[config.mk]
export PLATFORM = sky130hd
export DESIGN_NAME = gear_shift_controller_flat
export DESIGN_NICKNAME = d
export VERILOG_FILES = /design/src/rtl/gear_ctrl_pkg.sv /design/src/rtl/gear_shift_controller_if.sv /design/src/rtl/cycle_timer.sv /design/src/rtl/gear_shift_controller.sv /design/src/flat_wrapper.sv
export SDC_FILE = /design/constraint.sdc
export NUM_CORES = 1
export LEC_CHECK = 0
export ABC_CLOCK_PERIOD_IN_PS = 7550
export CAP_MARGIN = 15
export CELL_PAD_IN_SITES_DETAIL_PLACEMENT = 2
export CELL_PAD_IN_SITES_GLOBAL_PLACEMENT = 2
export CORE_UTILIZATION = 35
export CTS_BUF_LIST = sky130_fd_sc_hd__clkbuf_16
export DETAILED_ROUTE_END_ITERATION = 10
export PLACE_DENSITY = 0.89
export SLEW_MARGIN = 0
export SYNTH_ARGS = -nofsm -noshare
export SYNTH_HDL_FRONTEND = slang
export SYNTH_HIERARCHICAL = 1
export SYNTH_SLANG_ARGS = --single-unit
[constraint.sdc]
create_clock -name clk -period 7.55 [get_ports clk]
set_input_delay 1.51 -clock clk [delete_from_list [all_inputs] [get_ports clk]]
set_output_delay 1.51 -clock clk [all_outputs]
set_load 0.01 [all_outputs]
[src/rtl/gear_ctrl_pkg.sv]
// Shared types and default tuning values for the gear shift controller.
package gear_ctrl_pkg;

  typedef enum logic [2:0] {
    ST_OFF,
    ST_START,
    ST_NEUTRAL,
    ST_DRIVE,
    ST_SHIFT
  } state_e;

  typedef enum logic [1:0] {
    GEAR_N = 2'd0,
    GEAR_1 = 2'd1,
    GEAR_2 = 2'd2,
    GEAR_3 = 2'd3
  } gear_e;

  localparam int DEF_UP_TH        = 200;
  localparam int DEF_DN_TH        = 80;
  localparam int DEF_DEBOUNCE     = 3;
  localparam int DEF_SHIFT_CYCLES = 4;
  localparam int DEF_START_CYCLES = 8;

  localparam int TIMER_W = 8;
  localparam int DEB_W   = 8;

endpackage

[src/rtl/gear_shift_controller_if.sv]
// Driver-side controls and engine/gearbox status of the gear shift controller.
interface gear_shift_controller_if;
  logic       A;
  logic       D;
  logic [7:0] rpm;
  logic [1:0] M;
  logic       AC;
  logic       busy;

  modport master (output A, D, rpm, input M, AC, busy);
  modport slave  (input A, D, rpm, output M, AC, busy);
endinterface

[src/rtl/cycle_timer.sv]
// Down-counter shared by the crank and clutch-open delays; done on the last ticked cycle.
module cycle_timer
  import gear_ctrl_pkg::*;
(
  input  logic               clk,
  input  logic               reset,
  input  logic               load,
  input  logic [TIMER_W-1:0] load_val,
  input  logic               tick,
  output logic               done
);

  logic [TIMER_W-1:0] cnt;

  // NOTE: clocked state uses non-blocking assignments so every register samples pre-edge values.
  always_ff @(posedge clk or posedge reset) begin
    if (reset) begin
      cnt <= '0;
    end else if (load) begin
      cnt <= load_val;
    end else if (tick && cnt != '0) begin
      cnt <= cnt - TIMER_W'(1);
    end
  end

  assign done = tick && (cnt == TIMER_W'(1));

endmodule

[src/rtl/gear_shift_controller.sv]
// Ignition/crank sequencing and debounced automatic 3-speed shifting with Moore outputs.
module gear_shift_controller
  import gear_ctrl_pkg::*;
#(
  parameter int UP_TH        = DEF_UP_TH,
  parameter int DN_TH        = DEF_DN_TH,
  parameter int DEBOUNCE     = DEF_DEBOUNCE,
  parameter int SHIFT_CYCLES = DEF_SHIFT_CYCLES,
  parameter int START_CYCLES = DEF_START_CYCLES
) (
  input  logic                    clk,
  input  logic                    reset,
  gear_shift_controller_if.slave  bus
);

  if (UP_TH <= DN_TH) begin : g_bad_thresholds
    $error("UP_TH must be greater than DN_TH");
  end
  if (DEBOUNCE < 1 || SHIFT_CYCLES < 1 || START_CYCLES < 1 ||
      DEBOUNCE > 255 || SHIFT_CYCLES > 255 || START_CYCLES > 255) begin : g_bad_counts
    $error("DEBOUNCE, SHIFT_CYCLES and START_CYCLES must be in 1..255");
  end

  localparam logic [7:0]         UP_B    = 8'(UP_TH);
  localparam logic [7:0]         DN_B    = 8'(DN_TH);
  localparam logic [DEB_W-1:0]   DEB_B   = DEB_W'(DEBOUNCE);
  localparam logic [TIMER_W-1:0] SHIFT_B = TIMER_W'(SHIFT_CYCLES);
  localparam logic [TIMER_W-1:0] START_B = TIMER_W'(START_CYCLES);

  state_e             state;
  gear_e              gear;
  gear_e              target;
  logic [DEB_W-1:0]   deb_cnt;
  logic [DEB_W-1:0]   deb_next;
  logic               deb_up;
  logic               hi;
  logic               lo;
  logic               up_req;
  logic               dn_req;
  logic               timer_load;
  logic [TIMER_W-1:0] timer_val;
  logic               timer_done;

  // NOTE: every always_comb output gets a default first so no path can infer a latch.
  always_comb begin
    hi       = bus.rpm >= UP_B;
    lo       = bus.rpm <= DN_B;
    deb_next = '0;
    if (hi || lo) begin
      // Same direction keeps counting (saturating); a direction change restarts at 1.
      if (deb_cnt != '0 && deb_up == hi)
        deb_next = (deb_cnt == DEB_B) ? deb_cnt : deb_cnt + DEB_W'(1);
      else
        deb_next = DEB_W'(1);
    end
    up_req = hi && (deb_next == DEB_B) && (gear != GEAR_3);
    dn_req = lo && (deb_next == DEB_B) && (gear > GEAR_1);

    timer_load = 1'b0;
    timer_val  = '0;
    if (!bus.A) begin
      timer_load = 1'b1;
    end else begin
      case (state)
        ST_OFF: begin
          timer_load = 1'b1;
          timer_val  = START_B;
        end
        ST_NEUTRAL: if (bus.D) begin
          timer_load = 1'b1;
          timer_val  = SHIFT_B;
        end
        ST_DRIVE: if (bus.D && (up_req || dn_req)) begin
          timer_load = 1'b1;
          timer_val  = SHIFT_B;
        end
        default: ;
      endcase
    end
  end

  cycle_timer u_timer (
    .clk      (clk),
    .reset    (reset),
    .load     (timer_load),
    .load_val (timer_val),
    .tick     ((state == ST_START) || (state == ST_SHIFT)),
    .done     (timer_done)
  );

  always_ff @(posedge clk or posedge reset) begin
    if (reset) begin
      state   <= ST_OFF;
      gear    <= GEAR_N;
      target  <= GEAR_N;
      deb_cnt <= '0;
      deb_up  <= 1'b0;
    end else if (!bus.A) begin
      state   <= ST_OFF;
      gear    <= GEAR_N;
      target  <= GEAR_N;
      deb_cnt <= '0;
      deb_up  <= 1'b0;
    end else begin
      case (state)
        ST_OFF:   state <= ST_START;
        ST_START: if (timer_done) state <= ST_NEUTRAL;
        ST_NEUTRAL: begin
          gear <= GEAR_N;
          if (bus.D) begin
            state  <= ST_SHIFT;
            target <= GEAR_1;
          end
        end
        ST_DRIVE: begin
          if (!bus.D) begin
            state   <= ST_NEUTRAL;
            gear    <= GEAR_N;
            deb_cnt <= '0;
          end else if (up_req) begin
            state   <= ST_SHIFT;
            target  <= gear_e'(gear + 2'd1);
            deb_cnt <= '0;
          end else if (dn_req) begin
            state   <= ST_SHIFT;
            target  <= gear_e'(gear - 2'd1);
            deb_cnt <= '0;
          end else begin
            deb_cnt <= deb_next;
            deb_up  <= hi;
          end
        end
        ST_SHIFT: begin
          if (!bus.D) begin
            state  <= ST_NEUTRAL;
            gear   <= GEAR_N;
            target <= GEAR_N;
          end else if (timer_done) begin
            state   <= ST_DRIVE;
            gear    <= target;
            deb_cnt <= '0;
          end
        end
        default: state <= ST_OFF;
      endcase
    end
  end

  assign bus.M    = (state == ST_DRIVE) ? gear : GEAR_N;
  assign bus.AC   = state inside {ST_NEUTRAL, ST_DRIVE, ST_SHIFT};
  assign bus.busy = (state == ST_START) || (state == ST_SHIFT);

endmodule

[src/flat_wrapper.sv]
// flat-port wrapper written by rule: the top's interface ports become plain ports
module gear_shift_controller_flat import gear_ctrl_pkg::*;
#(
  parameter int UP_TH        = DEF_UP_TH,
  parameter int DN_TH        = DEF_DN_TH,
  parameter int DEBOUNCE     = DEF_DEBOUNCE,
  parameter int SHIFT_CYCLES = DEF_SHIFT_CYCLES,
  parameter int START_CYCLES = DEF_START_CYCLES
)
  (clk, reset, bus_A, bus_D, bus_rpm, bus_M, bus_AC, bus_busy);
  gear_shift_controller_if bus_i ();
  input  logic clk;
  input  logic reset;
  input wire logic [$bits(bus_i.A)-1:0] bus_A;
  input wire logic [$bits(bus_i.D)-1:0] bus_D;
  input wire logic [$bits(bus_i.rpm)-1:0] bus_rpm;
  output wire logic [$bits(bus_i.M)-1:0] bus_M;
  output wire logic [$bits(bus_i.AC)-1:0] bus_AC;
  output wire logic [$bits(bus_i.busy)-1:0] bus_busy;
  assign bus_i.A = bus_A;
  assign bus_i.D = bus_D;
  assign bus_i.rpm = bus_rpm;
  assign bus_M = bus_i.M;
  assign bus_AC = bus_i.AC;
  assign bus_busy = bus_i.busy;
  gear_shift_controller #(.UP_TH(UP_TH), .DN_TH(DN_TH), .DEBOUNCE(DEBOUNCE), .SHIFT_CYCLES(SHIFT_CYCLES), .START_CYCLES(START_CYCLES)) u_core (.clk(clk), .reset(reset), .bus(bus_i));
endmodule
# Word-level counts from Yosys, hierarchy flattened

Cells that the tools add are included.

Bitwise gates (word level): 0
Add/subtract/negate cells: 4
Reduce and logical (&&, ||, !) cells: 21
Div/mod/pow operators: 0
Order comparisons: 3
$mul: 0
Muxes and demuxes: 46
Equality and inequality tests: 25
Shift-type cells: 0

Operators by type and width:

| kind                                                                     | number |
|---|---|
| 8-bit 2-to-1 mux                                                         | 12 |
| 3-bit 2-to-1 mux                                                         | 10 |
| 8-bit case mux with 3 select lines                                       | 1 |
| 2-bit 2-to-1 mux                                                         | 10 |
| 8-bit by 2-bit == test with 1-bit output (second input constant)         | 2 |
| 8-bit case mux with 2 select lines                                       | 1 |
| 8-bit nonzero test                                                       | 2 |
| 3-bit inequality test (second input constant)                            | 5 |
| 3-bit case mux with 5 select lines                                       | 1 |
| 2-bit case mux with 3 select lines                                       | 2 |
| 8-bit by 1-bit adder with 8-bit output (second input constant)           | 1 |
| 8-bit by 1-bit == test with 1-bit output (second input constant)         | 1 |
| 8-bit >= comparator (second input constant)                              | 1 |
| 8-bit by 7-bit <= comparator with 1-bit output (second input constant)   | 1 |
| 1-bit logical AND                                                        | 8 |
| 1-bit 2-to-1 mux                                                         | 8 |
| 4-bit AND reduction                                                      | 2 |
| 8-bit by 1-bit subtractor with 8-bit output (second input constant)      | 1 |
| 3-bit by 2-bit == test with 1-bit output (second input constant)         | 2 |
| 2-bit inequality test (second input constant)                            | 3 |
| 3-bit by 2-bit inequality test with 1-bit output (second input constant) | 2 |
| 3-bit AND reduction                                                      | 2 |
| 5-bit by 3-bit inequality test with 1-bit output (second input constant) | 1 |
| 5-bit AND reduction                                                      | 1 |
| 16 further kinds                                                         | 19 |

Register bits after elaboration: 24
Memories: 0
Latch bits: 0
Output and inout bits: 4
Input port bits: 12
Logic and storage cells: 105
Bits in writable memories: 0
Bits in read-only memories: 0

# Longest topological paths before layout

Gate-level depths: netlist (run 1).

Depth after elaboration: 14
Gate-level depth with buffers: 13
Gate-level depth less buffers: 10

# By module

The synthesis (run 1) kept the hierarchy.

Modules (own cells, without submodules):

| module                | times used | cells each | area each (um2) | sequential area each (um2) |
|---|---|---|---|---|
| gear_shift_controller | 1          | 172        | 1361.3          | 400.4 |
| cycle_timer           | 1          | 72         | 614.3           | 200.2 |

# Least setup slack after synthesis (run 1)

Ideal clock, no wire load.

Path type: input to register
Start point: input port bus_rpm[1]
End point: register u_core.u_timer.cnt[0]
Arrival time: 4.051 ns
Setup time: 0.131 ns
Buffers on the path: 3
Path slack: 3.367 ns
Stages on the path: 11
Required time: 7.419 ns
Cell sequence: or4_1 -> a311oi_1 -> o211ai_1 -> or4_4 -> buf_6 -> o211ai_1 -> clkbuf_1 -> clkbuf_1 -> nor3b_1 -> a21oi_1 -> nand3_1

Longest elaborated chain between the ends: 14
Elaborated cells on any way between the ends: 19
Those cells by class: 2 x order compare; 2 x eq/ne; 6 x mux; 9 x reduce/logical

RTL lines:

| item                                                   | RTL line                                                 | RTL |
|---|---|---|
| start, declared                                        | flat_wrapper.sv:16                                       | `input wire logic [$bits(bus_i.rpm)-1:0] bus_rpm;` |
| 8-bit >= comparator                                    | gear_shift_controller.sv:46                              | `hi = bus.rpm >= UP_B;` |
| 1-bit == test                                          | gear_shift_controller.sv:51                              | `if (deb_cnt != '0 && deb_up == hi)` |
| 1-bit logical AND                                      | gear_shift_controller.sv:51                              |  |
| 8-bit 2-to-1 mux                                       | gear_shift_controller.sv:51                              |  |
| 8-bit 2-to-1 mux                                       | gear_shift_controller.sv:49                              | `if (hi \|\| lo) begin` |
| 8-bit by 2-bit == test with 1-bit output               | gear_shift_controller.sv:56, gear_shift_controller.sv:57 |  |
| 1-bit logical AND (on tied branches) (2 in a row)      | gear_shift_controller.sv:56, gear_shift_controller.sv:57 |  |
| 1-bit logical OR (*)                                   | gear_shift_controller.sv:73                              | `ST_DRIVE: if (bus.D && (up_req \|\| dn_req)) begin` |
| 1-bit logical AND (*)                                  | gear_shift_controller.sv:73                              |  |
| 1-bit 2-to-1 mux (*)                                   | gear_shift_controller.sv:73                              |  |
| 1-bit case mux with 3 select lines (*)                 | gear_shift_controller.sv:64                              | `case (state)` |
| 1-bit 2-to-1 mux (*)                                   | gear_shift_controller.sv:61                              | `if (!bus.A) begin` |
| net u_core.timer_load                                  | gear_shift_controller.sv:40                              | `logic timer_load;` |
| 8-bit 2-to-1 mux or 2-bit nonzero test (tied branches) | --                                                       |  |
| end signal, assigned                                   | cycle_timer.sv:20                                        | `cnt <= load_val;` |
| end signal, assigned                                   | cycle_timer.sv:22                                        | `cnt <= cnt - TIMER_W'(1);` |
| end, declared                                          | cycle_timer.sv:13                                        | `logic [TIMER_W-1:0] cnt;` |

The timed path passes the listed nets; every way through them passes the cells marked *.
A chain may end at the register's enable or synchronous reset.

# Worst setup path after layout (run 1)

Start point: input port bus_rpm[1]
End point: register u_core.u_timer.cnt[6]

The elaborated chain is that of the path after synthesis.

==> metrics.md, run 1 <==
| Metric | Value |
|---|---|
| Std-Cell Core Area | between 0.005 and 0.006 mm2 |
| #FFs+latches synth | 24 |
| RR Endpoint | u_core/deb_cnt[2]$_DFFE_PP0P_ |
| Vias/cell | 5.98 |
| Peak VDD IR | approximately 0.000083 V |
| Final GP Congestion | about 0.83 |
| Crit-path leading delay family | simple AND/OR/NAND/NOR gates |
| Area growth, synth to finish | 15.1% |
| Vias in the first global route | 2021 |
| CP bufs+invs | 2 |
| Port Buf Inserts | 15 |
| CP Max Fanout | 17 |
| Num ports | 16 |
| Layout fillers | 612 |
| Cells after Synth | ~240 |
| Slew HR | 0.234 |
| Final ANT Viol Nets | 0 |
| Hold Vio Cnt, Final | 0 |
| Max-slew violation count | 0 |
| Hold path start | u_core/target[0]$_DFFE_PP0P_ |
| Clk slew on worst S/H paths | 70 ps |
| Hold-critical path depth | 2 |
| H-tree levels | 1 |
| Total grt overflow | 0 |
| CP startpoint kind | input pin |
| Global-route wire length before repair | between 10000 and 15000 um |
| Critical path class | input pin to register |
| Post-synth top flop | dfrtp_1 |
| Worst min path class | register to register |
| Fraction of layout instances using a drive strength above 1 | 0.0553 |
| MaxCap Viol Count | 0 |
| Post-detail-place hpwl | approximately 4400 um |
| Post-synth EDFFs | 0 |
| Initial Util | 0.375 |
| Clock Path Buffers | 2 |
| Min cycle time layout | 4470 ps |
| Worst Tran Pin Value | 1140 ps |
| Die width | 77.1 um |
| Final setup violating endpoints | 0 |
| Vias after detailed routing | 1930 |
| Reg2Reg Launch Point | u_core/state[2]$_DFFE_PP0P_ |
| Row count | 26 |
| Die H | around 77 um |
| Outcome | finished clean |
| Critical-path cell list | clkdlybuf4s50_1 -> or4_1 -> a311oi_1 -> o211ai_1 -> or4_4 -> o211ai_1 -> buf_4 -> nand2b_1 -> o21ai_0 -> or3_1 |
| Initial DRC count | 60 |
| Sequential fraction of the synthesis area | 0.304 |
| DRT Wirelength | 6130 um |
| Syn. warnings | 6 |
| Req. time, crit path | 7700 ps |
| DR DRC count | 0 |
| Final Cycle Share | 0.592 |
| Pwr per Cell Area | between 150 and 200 mW/mm2 |
| Worst Reg-to-Reg Cells | 7 |
| Mapped Area | roughly 0.0020 mm2 |
| Cell mode on critical path | o211ai_1 |
| Worst EP arrival | 4610 ps |
| Clock Tree Root | clkbuf_16 |
| CTS tree | built |
| Min-Delay Endpoint | u_core/gear[0]$_DFFE_PP0P_ |
| First-pass DRT Iterations | 4 |
| Antenna violations before repair | 0 |
| FFs w/ async S/R, synth | 1.00 |
| Antenna cells | 0 |
| Nets | 273 |
| Max frequency | 0.224 GHz |
| Leak Pwr | about 0.91 nW |
| Power Total | 0.351 mW |
| Post-CTS sizing | 0 |
| Synth unique cells | 65 |
| Total Neg Setup Slack | 0 ps |
| Largest net degree at the start of global routing | 18 |
| Post-layout util | 0.432 |
| Post-CTS Hold Buffers | 0 |
| Routed WL per cell | around 19 um |
| Clk_lat worst skew | 270 ps |
| RSZ-0062 raised after global routing | false |
| Synthesized area per cell | 8.10 um2 |
| Clock Sinks | 24 |
| Postcts setup bufs | 0 |
| Worst setup EP type | register |
| CTS buffer count | 3 |
| GRT Total Usage | 0.225 |
| CP max-delay cell | or4_4 |
| FF-to-FF setup slack | between 4000 and 5000 ps |
| CP max stage delay | 610 ps |
| Die area | 0.00595 mm2 |
| Clk_skew | 4.39 ps |
[cells in the final DEF (no fill, tap or decap), types with 6 or more instances in the layout]
| master | instances |
|---|---|
| ha_1 | 7 |
| nand2_1 | 23 |
| conb_1 | 6 |
| a21oi_1 | 9 |
| dfrtp_1 | 24 |
| o21ai_0 | 9 |
| nor3_1 | 9 |
| clkdlybuf4s50_1 | 15 |
| or3_1 | 7 |
| nand3_1 | 18 |
| nor2_1 | 18 |
| inv_1 | 14 |
[state kept, by name, summed over array words and instances, names as in the netlist]
register and cells:
u_core/deb_cnt 8, u_core/u_timer/cnt 8, u_core/state 3, u_core/gear 2, u_core/target 2, u_core/deb_up 1
[power breakdown]
part	internal (mW)	total (mW)	switching [mW]
logic	0.0199	0.0485	0.0286
registers	0.133	0.143	0.00966
clock network	0.106	0.160	0.0541
[worst max-delay path by stage]
stage / startpoint / to / slack (ps) / cells past startpoint
detailed placement: bus_rpm[1] / u_core/u_timer/cnt[6]$_DFFE_PP0P_ / 2840 / 10
global route: bus_rpm[1] / u_core/u_timer/cnt[6]$_DFFE_PP0P_ / 2920 / 10
CTS: bus_rpm[1] / u_core/u_timer/cnt[6]$_DFFE_PP0P_ / 3070 / 10
floorplan: bus_rpm[1] / u_core/u_timer/cnt[0]$_DFFE_PP0P_ / 3370 / 11
finish: bus_rpm[1] / u_core/u_timer/cnt[6]$_DFFE_PP0P_ / 3080 / 10
global placement: bus_rpm[1] / u_core/u_timer/cnt[6]$_DFFE_PP0P_ / 2930 / 10
[Yosys cell counts, drive strengths merged (7+ instances only)]
| cell type | number | area (um2) |
|---|---|---|
| o21ai | 10 | 50.0 |
| nand3 | 18 | 90.1 |
| ha | 7 | 87.6 |
| nand2 | 23 | 86.3 |
| or3 | 7 | 43.8 |
| dfrtp | 24 | 601 |
| clkbuf | 13 | 48.8 |
| inv | 15 | 56.3 |
| nor3 | 9 | 45.0 |
| a21oi | 10 | 53.8 |
| nor2 | 18 | 67.6 |
[metrics by stage]
stage / std cells / hold slack (ps) / setup WS [ps] / cell area, um2
finish: 323 / 515 / 3080 / 2270
global route: 323 / 560 / 2920 / 2270
CTS: 323 / 520 / 3070 / 2270
detailed placement: 319 / 501 / 2840 / 2170
global placement: 319 / 482 / 2930 / 2170
floorplan: 249 / 469 / 3370 / 1990
[worst reg2reg max path: stages (launching register included)]
cell	delay, ps
dfrtp_1	520
xnor2_1	210
nor2_1	460
nor4b_2	690
and3_1	430
a41oi_1	470
o21bai_1	330
a21o_1	210
[cell type report]
type | instances | area [um2] | share of cell area
timing repair buffer | 16 | 158 | 0.0693
clock buffer | 3 | 75.1 | 0.0330
tap | 70 | 87.6 | 0.0385
multi-input combinational | 194 | 1270 | 0.557
inverter | 15 | 56.3 | 0.0248
sequential | 24 | 601 | 0.264
clock inverter | 1 | 30.0 | 0.0132
[routing by layer]
layer,GRT usage,part of all wire,vias to the layer above
li1,-,-,920
met1,0.305,0.48,984
met2,0.383,0.50,19
met3,0.0167,0.013,7
met4,0.0623,0.013,0
met5,0,0,-
[logic make-up (layout without fill, tap and decap cells)]
group           Yosys count  after routing  synth area share
compound gates           64             64             0.250
xor+xnor                  6              6            0.0266
fa+ha+maj                 7              7            0.0443
buf+inv                  31             35            0.0640
flops                    24             24             0.304
mux                       1              1           0.00507
other cells               1              6           0.00190
simple gates            110            110             0.305
No activity file was read; power rests on OpenSTA's default activity.
==> run 2, diff against run 1 <==
Settings changed: ABC_CLOCK_PERIOD_IN_PS 7550 to 4100, CORE_UTILIZATION 35 to 32, PLACE_DENSITY 0.89 to 0.86.
Clock period 7.55 ns to 4.1 ns, I/O delays scaled along.
==> run 2 against run 1 <==
Clock power rose by 37%. Final cell count rose by 2.8%. Core utilization fell by 4.6 points. Largest cell class unchanged. Sequential share of layout area fell by 0.12 points. Critical path depth fell by 1. Via count barely moved.
==> metrics.md, run 2 (synthesis results as in run 1) <==
| Metric | Value |
|---|---|
| Placed cell areas | about 0.0022 mm2 |
| Hold Vio Cnt, Final | 0 |
| Min cycle time layout | 3800 ps |
| MaxCap Viol Count | 0 |
| Design area | 0.00228 mm2 |
| Clock Tree Root | clkbuf_16 |
| First-pass DRT Iterations | 4 |
| Largest net degree at the start of global routing | 17 |
| Sw frac | 0.276 |
| Vias after detailed routing | 1931 |
| Max-slew violation count | 0 |
| Initial DRC count | 57 |
| Max frequency | 0.263 GHz |
| Std-Cell Core Area | between 0.005 and 0.006 mm2 |
| Clk_lat worst skew | 260 ps |
| Final setup violating endpoints | 0 |
| Post-CTS Hold Buffers | 0 |
| Peak VDD IR | 0.000140 V |
| Worst setup EP type | register |
| Routed WL per cell | 18.6 um |
| Row count | 28 |
| CTS tree | built |
| Antenna violations before repair | 0 |
| Largest regs | u_core/deb_cnt x8, u_core/u_timer/cnt x8, u_core/state x3 |
| Die width | just over 80 um |
| Clock power share | 0.383 |
| Comb pwr share | 0.158 |
| Total grt overflow | 0 |
| Commonest non-fill, non-tap cell in the layout | dfrtp_1 |
| Reg2Reg Launch Point | u_core/deb_cnt[0]$_DFFE_PP0P_ |
| Clk slew on worst S/H paths | 70 ps |
| FF-to-FF setup slack | 710 ps |
| Post-detail-place hpwl | 4580 um |
| Pwr per Cell Area | 250 mW/mm2 |
| Final Cycle Share | 0.928 |
| RSZ-0062 raised after global routing | false |
| Outcome | finished clean |
| Postcts setup bufs | 0 |
| Vias/cell | 5.82 |
| Initial Util | 0.334 |
| Fraction of layout instances using a drive strength above 1 | 0.0661 |
| CP Max Fanout | 7 |
| NetSw | roughly 0.16 mW |
| Vias in the first global route | 2009 |
| CTS buffer count | 3 |
| CP startpoint kind | input pin |
| Routed wl met2 | 3170 um |
| Crit. Startpoint | bus_rpm[1] |
| Part of the power in registers | 0.459 |
| Global-route wire length before repair | 10100 um |
| Total Neg Setup Slack | 0 ps |
| Die area | 0.00649 mm2 |
| Clock Sinks | 24 |
| Clock Path Buffers | 2 |
| Critical path class | input pin to register |
| Final cell count without fillers | 332 |
| Leak Pwr | 0.920 nW |
| WL met3 | 76 um |
| GRT Total Usage | 0.203 |
| M1 WL | 2840 um |
| Die H | 80.6 um |
| Final GP Congestion | 0.775 |
| Num ports | 16 |
| Port Buf Inserts | 15 |
| Post-layout util | 0.386 |
| Highest routed layer | met4 |
| Most frequent cells in the layout | dfrtp_1, nand2_1, nor2_1, nand3_1, clkdlybuf4s50_1 |
| H-tree levels | 1 |
| DP Cell Count | 328 |
| Slew HR | 0.368 |
| DRT Wirelength | ~6000 um |
| Nets | 277 |
| Layout fillers | 676 |
| Final ANT Viol Nets | 0 |
| Worst Tran Pin Value | roughly 940 ps |
| Clk_skew | 6.78 ps |
| Pint | 0.414 mW |
| Worst min path class | register to register |
| DR DRC count | 0 |
| Hold path start | u_core/target[0]$_DFFE_PP0P_ |
| Worst EP arrival | 3940 ps |
| Area growth, synth to finish | 15.6% |
| Req. time, crit path | roughly 4200 ps |
| Antenna cells | 0 |
| Post-CTS sizing | 0 |
run 2: changes by cell type in the layout (fill, tap and decap cells not counted):
| cell | before | now |
|---|---|---|
| bufinv_16 | 1 | 0 |
| buf_4 | 1 | 5 |
| clkinv_1 | 0 | 1 |
run 2: critical path: stages:
cell and delay [ps]:
clkdlybuf4s50_1 430, or4_1 540, a311oi_1 270, o211ai_1 180, or4_4 630, o211ai_1 450, nand2b_1 190, o21ai_0 70
or3_1 370
run 2: stage by stage:
| stage | setup WS, ps | total power, mW | hold WS [ps] |
|---|---|---|---|
| after global placement | 172 | 0.351 | 499 |
| after CTS | 278 | 0.584 | 537 |
| after global routing | 167 | 0.600 | 558 |
| final | 296 | 0.572 | 536 |
| after detailed placement | 19.9 | 0.356 | 525 |
| after floorplan | 607 | 0.317 | 469 |
run 2: layer usage:
metal | GRT usage | up-vias
met5 | 0 | -
met4 | 0.0554 | 0
met3 | 0.0284 | 6
met2 | 0.361 | 10
met1 | 0.254 | 991
li1 | - | 924
run 2: power by group through the flow:
stage	Clock [mW]	Combinational, mW	Sequential [mW]
floorplan	0	0.0579	0.259
global placement	0	0.0852	0.266
detailed placement	0	0.0898	0.266
CTS	0.231	0.0904	0.262
global route	0.236	0.0990	0.264
finish	0.219	0.0902	0.263
run 2: cell type report:
class / instances / area (um2) / area share
Multi-Input combinational cell: 194 / 1270 / 0.555
Tap cell: 75 / 93.8 / 0.0411
Inverter: 15 / 56.3 / 0.0246
Clock buffer: 3 / 75.1 / 0.0329
Sequential cell: 24 / 601 / 0.263
Clock inverter: 1 / 3.75 / 0.00164
Timing Repair Buffer: 20 / 188 / 0.0821
run 2: path summary, 6_finish.rpt:
kind                                                     end  cells past startpoint
setup / recovery           u_core/u_timer/cnt[6]$_DFFE_PP0P_                      9
hold / removal                  u_core/target[0]$_DFFE_PP0P_                      2
setup reg to reg           u_core/u_timer/cnt[6]$_DFFE_PP0P_                      9
hold reg to reg                 u_core/target[0]$_DFFE_PP0P_                      2
max in group asynchronous          u_core/deb_up$_DFFE_PP0P_                      2
min in group asynchronous  u_core/u_timer/cnt[0]$_DFFE_PP0P_                      2
